## src/rtl/bcd_pkg.sv

```systemverilog
// Shared BCD types, constants and helpers for the BCD counter family.
package bcd_pkg;

  typedef logic [3:0] bcd_digit_t;

  localparam bcd_digit_t BCD_MAX  = 4'd9;
  localparam bcd_digit_t BCD_MIN  = 4'd0;
  localparam int         MAX_DIGITS = 8;

  // A nibble is a legal BCD digit when it does not exceed 9.
  function automatic logic bcd_valid(input bcd_digit_t d);
    bcd_valid = (d <= BCD_MAX) ? 1'b1 : 1'b0;
  endfunction

endpackage

```

## src/rtl/bcd_digit_cell.sv

```systemverilog
// One decimal digit of the cascade counter. Steps up or down by one when
// told to by the top-level chain, loads a pre-validated digit, and reports
// whether it currently sits at 9 or 0 so the chain can ripple the carry.
module bcd_digit_cell
  import bcd_pkg::*;
(
  input  logic       clk,
  input  logic       rst,
  input  logic       step,
  input  logic       up_dn,
  input  logic       ld,
  input  bcd_digit_t ld_val,
  output bcd_digit_t digit,
  output logic       at_max,
  output logic       at_min
);

  bcd_digit_t digit_r;
  bcd_digit_t digit_nxt_s;

  // Next digit value; never forms an intermediate above 9.
  always_comb begin
    digit_nxt_s = digit_r;
    if (up_dn) begin
      if (digit_r >= BCD_MAX) begin
        digit_nxt_s = BCD_MIN;
      end else begin
        digit_nxt_s = digit_r + 4'd1;
      end
    end else begin
      if (digit_r == BCD_MIN) begin
        digit_nxt_s = BCD_MAX;
      end else begin
        digit_nxt_s = digit_r - 4'd1;
      end
    end
  end

  // Digit register: reset beats load, load beats step, otherwise hold.
  always_ff @(posedge clk) begin
    if (rst) begin
      digit_r <= BCD_MIN;
    end else if (ld) begin
      digit_r <= ld_val;
    end else if (step) begin
      digit_r <= digit_nxt_s;
    end else begin
      digit_r <= digit_r;
    end
  end

  assign digit  = digit_r;
  assign at_max = (digit_r == BCD_MAX) ? 1'b1 : 1'b0;
  assign at_min = (digit_r == BCD_MIN) ? 1'b1 : 1'b0;

endmodule

```

## src/rtl/bcd_cascade_counter.sv

```systemverilog
// Multi-digit packed-BCD up/down counter with validated parallel load and a
// combinational terminal count for cascading.
// Optional build macro: BCD_CASCADE_COUNTER_SATURATE_EN -- when defined the
// counter holds at all-9s (up) or all-0s (down) instead of wrapping.
module bcd_cascade_counter
  import bcd_pkg::*;
#(
  parameter int NUM_DIGITS = 2
)(
  input  logic                    clk,
  input  logic                    rst,
  input  logic                    en,
  input  logic                    up_dn,
  input  logic                    load,
  input  logic [4*NUM_DIGITS-1:0] load_val,
  output logic [4*NUM_DIGITS-1:0] count,
  output logic                    tc,
  output logic                    load_err
);

  bcd_digit_t            digit_s  [NUM_DIGITS];
  logic [NUM_DIGITS-1:0] at_max_s;
  logic [NUM_DIGITS-1:0] at_min_s;
  logic [NUM_DIGITS-1:0] valid_s;
  logic [NUM_DIGITS-1:0] step_s;
  logic                  all_max_s;
  logic                  all_min_s;
  logic                  load_ok_s;
  logic                  terminal_s;
  logic                  sat_block_s;
  logic                  en_step_s;
  logic                  load_err_r;

  // Per-digit BCD validity of the load word; any bad nibble rejects it whole.
  always_comb begin
    valid_s = '0;
    for (int i = 0; i < NUM_DIGITS; i++) begin
      valid_s[i] = bcd_valid(load_val[4*i +: 4]);
    end
  end

  assign all_max_s  = &at_max_s;
  assign all_min_s  = &at_min_s;
  assign load_ok_s  = load & (&valid_s);
  assign terminal_s = (up_dn & all_max_s) | (~up_dn & all_min_s);

  // Saturation gating: in the saturating build the last value is sticky.
  always_comb begin
`ifdef BCD_CASCADE_COUNTER_SATURATE_EN
    sat_block_s = terminal_s;
`else
    sat_block_s = 1'b0;
`endif
  end

  // A step happens only on an enabled cycle that is neither reset nor load
  // (a rejected load still suppresses stepping).
  assign en_step_s = en & ~load & ~rst & ~sat_block_s;

  // Step-enable ripple: digit i moves when every lower digit is at its
  // wrap point for the current direction.
  always_comb begin
    logic acc_s;
    step_s = '0;
    acc_s  = en_step_s;
    for (int i = 0; i < NUM_DIGITS; i++) begin
      step_s[i] = acc_s;
      acc_s     = acc_s & (up_dn ? at_max_s[i] : at_min_s[i]);
    end
  end

  genvar g;
  generate
    for (g = 0; g < NUM_DIGITS; g++) begin : g_digit
      bcd_digit_cell u_cell (
        .clk    (clk),
        .rst    (rst),
        .step   (step_s[g]),
        .up_dn  (up_dn),
        .ld     (load_ok_s),
        .ld_val (load_val[4*g +: 4]),
        .digit  (digit_s[g]),
        .at_max (at_max_s[g]),
        .at_min (at_min_s[g])
      );
      assign count[4*g +: 4] = digit_s[g];
    end
  endgenerate

  // Rejected-load flag: one-cycle pulse following a load with a bad nibble.
  always_ff @(posedge clk) begin
    if (rst) begin
      load_err_r <= 1'b0;
    end else if (load && !load_ok_s) begin
      load_err_r <= 1'b1;
    end else begin
      load_err_r <= 1'b0;
    end
  end

  assign load_err = load_err_r;
  assign tc       = en & ~load & ~rst & terminal_s;

endmodule

```

## config.mk

```make
export PLATFORM = sky130hd
export DESIGN_NAME = bcd_cascade_counter
export DESIGN_NICKNAME = d
export VERILOG_FILES = /design/src/rtl/bcd_pkg.sv /design/src/rtl/bcd_digit_cell.sv /design/src/rtl/bcd_cascade_counter.sv
export SDC_FILE = /design/constraint.sdc
export NUM_CORES = 1
export LEC_CHECK = 0
export ABC_CLOCK_PERIOD_IN_PS = 2250
export CAP_MARGIN = 15
export CORE_MARGIN = 3
export CORE_UTILIZATION = 48
export CTS_CLUSTER_DIAMETER = 60
export DETAILED_ROUTE_END_ITERATION = 8
export PLACE_DENSITY = 0.78
export SYNTH_ARGS = -nofsm -noshare
export SYNTH_HDL_FRONTEND = slang
export SYNTH_HIERARCHICAL = 1
export SYNTH_SLANG_ARGS = --single-unit
```

## constraint.sdc

```tcl
create_clock -name clk -period 2.25 [get_ports clk]
set_clock_uncertainty 0.05 [all_clocks]
set_input_delay 0.45 -clock clk [delete_from_list [all_inputs] [get_ports clk]]
set_output_delay 0.45 -clock clk [all_outputs]
set_load 0.05 [all_outputs]
```

==> Yosys cells after proc, flatten, opt, wreduce, memory -nomap -nowiden <==
Cells that the tools add are included.
{ "totals": {"wordCells": 51, "regBits": 9, "input_bits": 13} }
{ "classes": {"n_mux": 18, "reduce_logical": 9, "bitwise_logic": 11, "n_eq_ne": 2, "n_addsub": 4, "n_lt_le_gt_ge": 4} }
{ "op_table": {"columns": ["operator", "count"], "rows": [
  ["$mux 4", 10],
  ["$add 4x1->4 const B", 2],
  ["$eq 4x4->1 const B", 2],
  ["$ge 4x4->1 const B", 2],
  ["$le 4x4->1 const B", 2],
  ["$logic_not 4->1", 2],
  ["$mux 1", 8],
  ["$sub 4x1->4 const B", 2],
  ["$and 1x1->1", 7],
  ["$reduce_and 2->1", 3],
  ["$reduce_bool 2->1", 2],
  ["$not 1->1", 3],
  ["$logic_and 1x1->1", 1],
  ["$logic_not 1->1", 1],
  ["$or 1x1->1", 1]
]} }

==> Longest topological paths before layout <==
{ "depth": {"depth_word": 7, "mapped_depth": 9, "mapped_depth_nobuf": 9} }

==> Hierarchy <==
Netlist, hierarchy kept.
{ "modules_own_cells": {"columns": ["module", "cells_per_inst", "area_each_um2", "n_inst"], "rows": [
  ["bcd_digit_cell", 53, 406.6, 2],
  ["bcd_cascade_counter", 13, 100.1, 1]
]} }

==> Least setup slack after synthesis <==
Ideal clock, no wire load.
{ "synth_timing": {"kind": "register to output", "start": "register g_digit[0].u_cell.digit_r[0]", "end": "output port tc", "t_required_ns": 1.750, "setup_slack_ns": -0.089, "arrival_ns": 1.839, "stages_incl_launch_ff": 6, "n_path_buf": 0, "cell_sequence": "dfxtp_1 -> inv_1 -> ha_1 -> nor3b_1 -> nand3b_1 -> a21oi_2"} }
{ "synth_via": {"elab_chain_cells": 6, "elab_cells_between_ends": 10} }
{ "synth_lines": {"columns": ["item", "line", "source"], "rows": [
  ["start, declared", "bcd_digit_cell.sv:18", "bcd_digit_t digit_r;"],
  ["start signal, assigned", "bcd_digit_cell.sv:44", "digit_r <= ld_val;"],
  ["start signal, assigned", "bcd_digit_cell.sv:46", "digit_r <= digit_nxt_s;"],
  ["start signal, assigned", "bcd_digit_cell.sv:48", "digit_r <= digit_r;"],
  ["$logic_not 4->1", "bcd_digit_cell.sv:54", "assign at_min = (digit_r == BCD_MIN) ? 1'b1 : 1'b0;"],
  ["$mux 1", "bcd_digit_cell.sv:54", null],
  ["via at_min_s[0]", "bcd_cascade_counter.sv:23", "logic [NUM_DIGITS-1:0] at_min_s;"],
  ["$reduce_and 2->1", "bcd_cascade_counter.sv:43", "assign all_min_s = &at_min_s;"],
  ["$and 1x1->1", "bcd_cascade_counter.sv:45", "assign terminal_s = (up_dn & all_max_s) | (~up_dn & all_min_s);"],
  ["$or 1x1->1", "bcd_cascade_counter.sv:45", null],
  ["$and 1x1->1", "bcd_cascade_counter.sv:102", "assign tc = en & ~load & ~rst & terminal_s;"],
  ["end, declared", "bcd_cascade_counter.sv:17", "output logic tc,"]
]} }
The timed path passes the listed nets, and every way through them passes these cells.

==> Final worst setup path <==
{ "layout_timing": {"start": "input port en", "end": "output port tc"} }
{ "layout_via": {"elab_chain_cells": 3} }
{ "layout_lines": {"columns": ["item", "line", "source"], "rows": [
  ["start, declared", "bcd_cascade_counter.sv:12", "input logic en,"],
  ["$and 1x1->1 (3 in a row)", "bcd_cascade_counter.sv:102", null]
]} }
No other way between the ends.

==> impl_metrics.toml <==
[status]
status = "complete, no violations"

[placed_design]
postPlaceCellArea_mm2 = 0.00125
globalplace.congestion = 0.854
io_buffers = 22
dpl.cell_count = 174
dpl.hpwl_um = 1860
place_ws_ns = -0.0623

[route]
vias = 1049
drc_errors = 0
drtIter0Drc = 30
routed_wl_um = 2560
ant_nets = 0
routedWlPerCell_um = 14.4
dr.pass1.iters = 4
viasPerCell = 5.89

[pwr]
ir_drop_v = 0.000318
p_clk_frac = 0.244
p_sw_frac = 0.376
power_switching_uw = 217
p_leak_nw = 0.533
seq_power_share = 0.317
p_per_area_mw_per_mm2 = 435
p_int_uw = 360
combPwrFrac = 0.438
p_total_uw = 577

[cts]
cts_buffers = 3
clk_pin_slew_ns = 0.07
postCtsSetupRepairBufs = 0
htree_levels = 1
cts_root_buffer = "clkbuf_4"
insertion_delay_ns = 0.28
clkSinkCount = 9
clockBufferDepth = 2
cts_tree = "yes"

[floorplan]
dieWidth_um = 49.6
num_rows = 15
core-area_mm2 = 0.00176
ioPinCount = 23
start_util = 0.518
fp.dieH_um = 49.6
die_area_mm2 = 0.00246

[min_path]
hp-class = "in -> reg"

[finish]
stdcell_count = 178
n_fill_cell = 140
diodes = 0
finalNetCount = 175
postLayoutCellArea_mm2 = 0.00133
syn2layout_area_growth_pct = 45.5
final-seq-area_um2 = 181
drive_above_1_share = 0.196
final_util = 0.753
multi_input_area_um2 = 727

[timing]
worst_pin_slew_ns = 0.500
fmax_mhz = 450
max-slew-margin-rel = 0.666
setup_slack_ns = 0.0263
finalSetupViolCount = 0
fin_hold_ws_ns = 0.505
finalCritPeriodShare = 0.988
fin_crit_ns = 2.22
finalHoldViolCount = 0
tns_ns = 0
drv_slew = 0

[synth]
yosys.area.top_type_share = 0.197
synthesis.nets = 140
synth_async_sr_flop_share = 0
syn-cell-area_um2 = 913
synthFlopType = "dfxtp_1"
synth_cell_types = 32
synth.top_cells.by_area = "dfxtp_1 (20%), ha_1 (11%), a21oi_1 (7.1%)"
synth_edf_count = 0
synthTopCellsByCount = "a21oi_1 (13), dfxtp_1 (9), inv_1 (9)"
synth-seq-cells = 9
syn_inst = 119
yosysMostFrequentCell = "a21oi_1"
yosys_warnings = 6
syn_area_per_cell_um2 = 7.68
yosysSeqAreaShare = 0.197
yosys.area.top_type = "dfxtp_1"

[global_route]
grt_overflow = 0
grt_start_max_net_pins = 23
grt_antenna_before_repair = 0
grt_pass1_wl_um = 4200
grt_pass1_vias = 914
globalRouteTotalUtil = 0.220

[critical_path]
rrSetupSlack_ns = 0.31
worstSetupStartpointType = "input pin"
crit_fanout = 3
end_kind = "primary output"
worstSetupPathType = "in -> out"
worstPathRequired_ns = 1.75
critPathArrivalTime_ns = 1.72

[job]
drv_cap = 0
## area by class of cell
type                    count  area share
repair buffers             34       0.248
clock buffers               4      0.0198
well taps                  25      0.0235
multi-input cells          97       0.547
inverters                   9      0.0254
flip-flops and latches      9       0.137
## power groups by stage
stage / logic (mW) / clock network [mW] / registers, mW
global placement: 0.233 / 0 / 0.185
CTS: 0.245 / 0.144 / 0.183
global route: 0.273 / 0.156 / 0.185
detailed placement: 0.238 / 0 / 0.185
finish: 0.253 / 0.141 / 0.183
floorplan: 0.118 / 0 / 0.212
## cell usage in the layout (no fill, tap or decap), types with 3 or more instances in the layout
| master | synthesis | layout |
|---|---|---|
| inv_1 | 9 | 7 |
| dfxtp_1 | 9 | 8 |
| nor3_1 | 6 | 6 |
| ha_1 | 8 | 6 |
| nand2b_1 | 4 | 4 |
| nor2_1 | 5 | 5 |
| buf_4 | 2 | 11 |
| a21oi_1 | 13 | 13 |
| o21ai_0 | 6 | 6 |
| nor3b_1 | 6 | 4 |
| clkbuf_4 | 0 | 3 |
| nand2_1 | 6 | 6 |
| nand3_1 | 3 | 3 |
| or3b_4 | 3 | 3 |
| a31oi_1 | 4 | 4 |
| clkdlybuf4s50_1 | 0 | 19 |
| xnor2_1 | 4 | 4 |
| nor2b_1 | 4 | 4 |
## registers in the layout (all words and copies together) (netlist names)
name / count
g_digit.u_cell/digit: 8
load_err: 1
## critical path: stages
cell             delay [ns]
clkdlybuf4s50_1        0.46
or3b_4                 0.39
buf_6                  0.13
a21oi_4                0.14
buf_12                 0.15
## per-layer routing
layer,global-route usage,routed length (um)
met1,0.308,1190
met2,0.328,1140
met3,0.0453,175
met4,0.0829,55
met5,0,0
## kinds of logic after synthesis
family	synth area share
compound gates	0.286
xor+xnor	0.0384
fa+ha+maj	0.110
buf+inv	0.0644
flops	0.197
mux	0.0110
simple gates	0.293
## path summary, 6_finish.rpt
path	from	to	cells past startpoint
max	en	tc	5
min	load	load_err	3
max reg2reg	g_digit[0].u_cell/digit[1]	g_digit[1].u_cell/digit[2]	9
min reg2reg	g_digit[0].u_cell/digit[2]	g_digit[0].u_cell/digit[2]	2
## repair_timing
item	CTS	global route
hold buffers	0	0
gates resized for setup	7	7
setup endpoints to repair	1	4
pin swaps	0	2
Note: power is estimated with default switching activity, not from simulation.
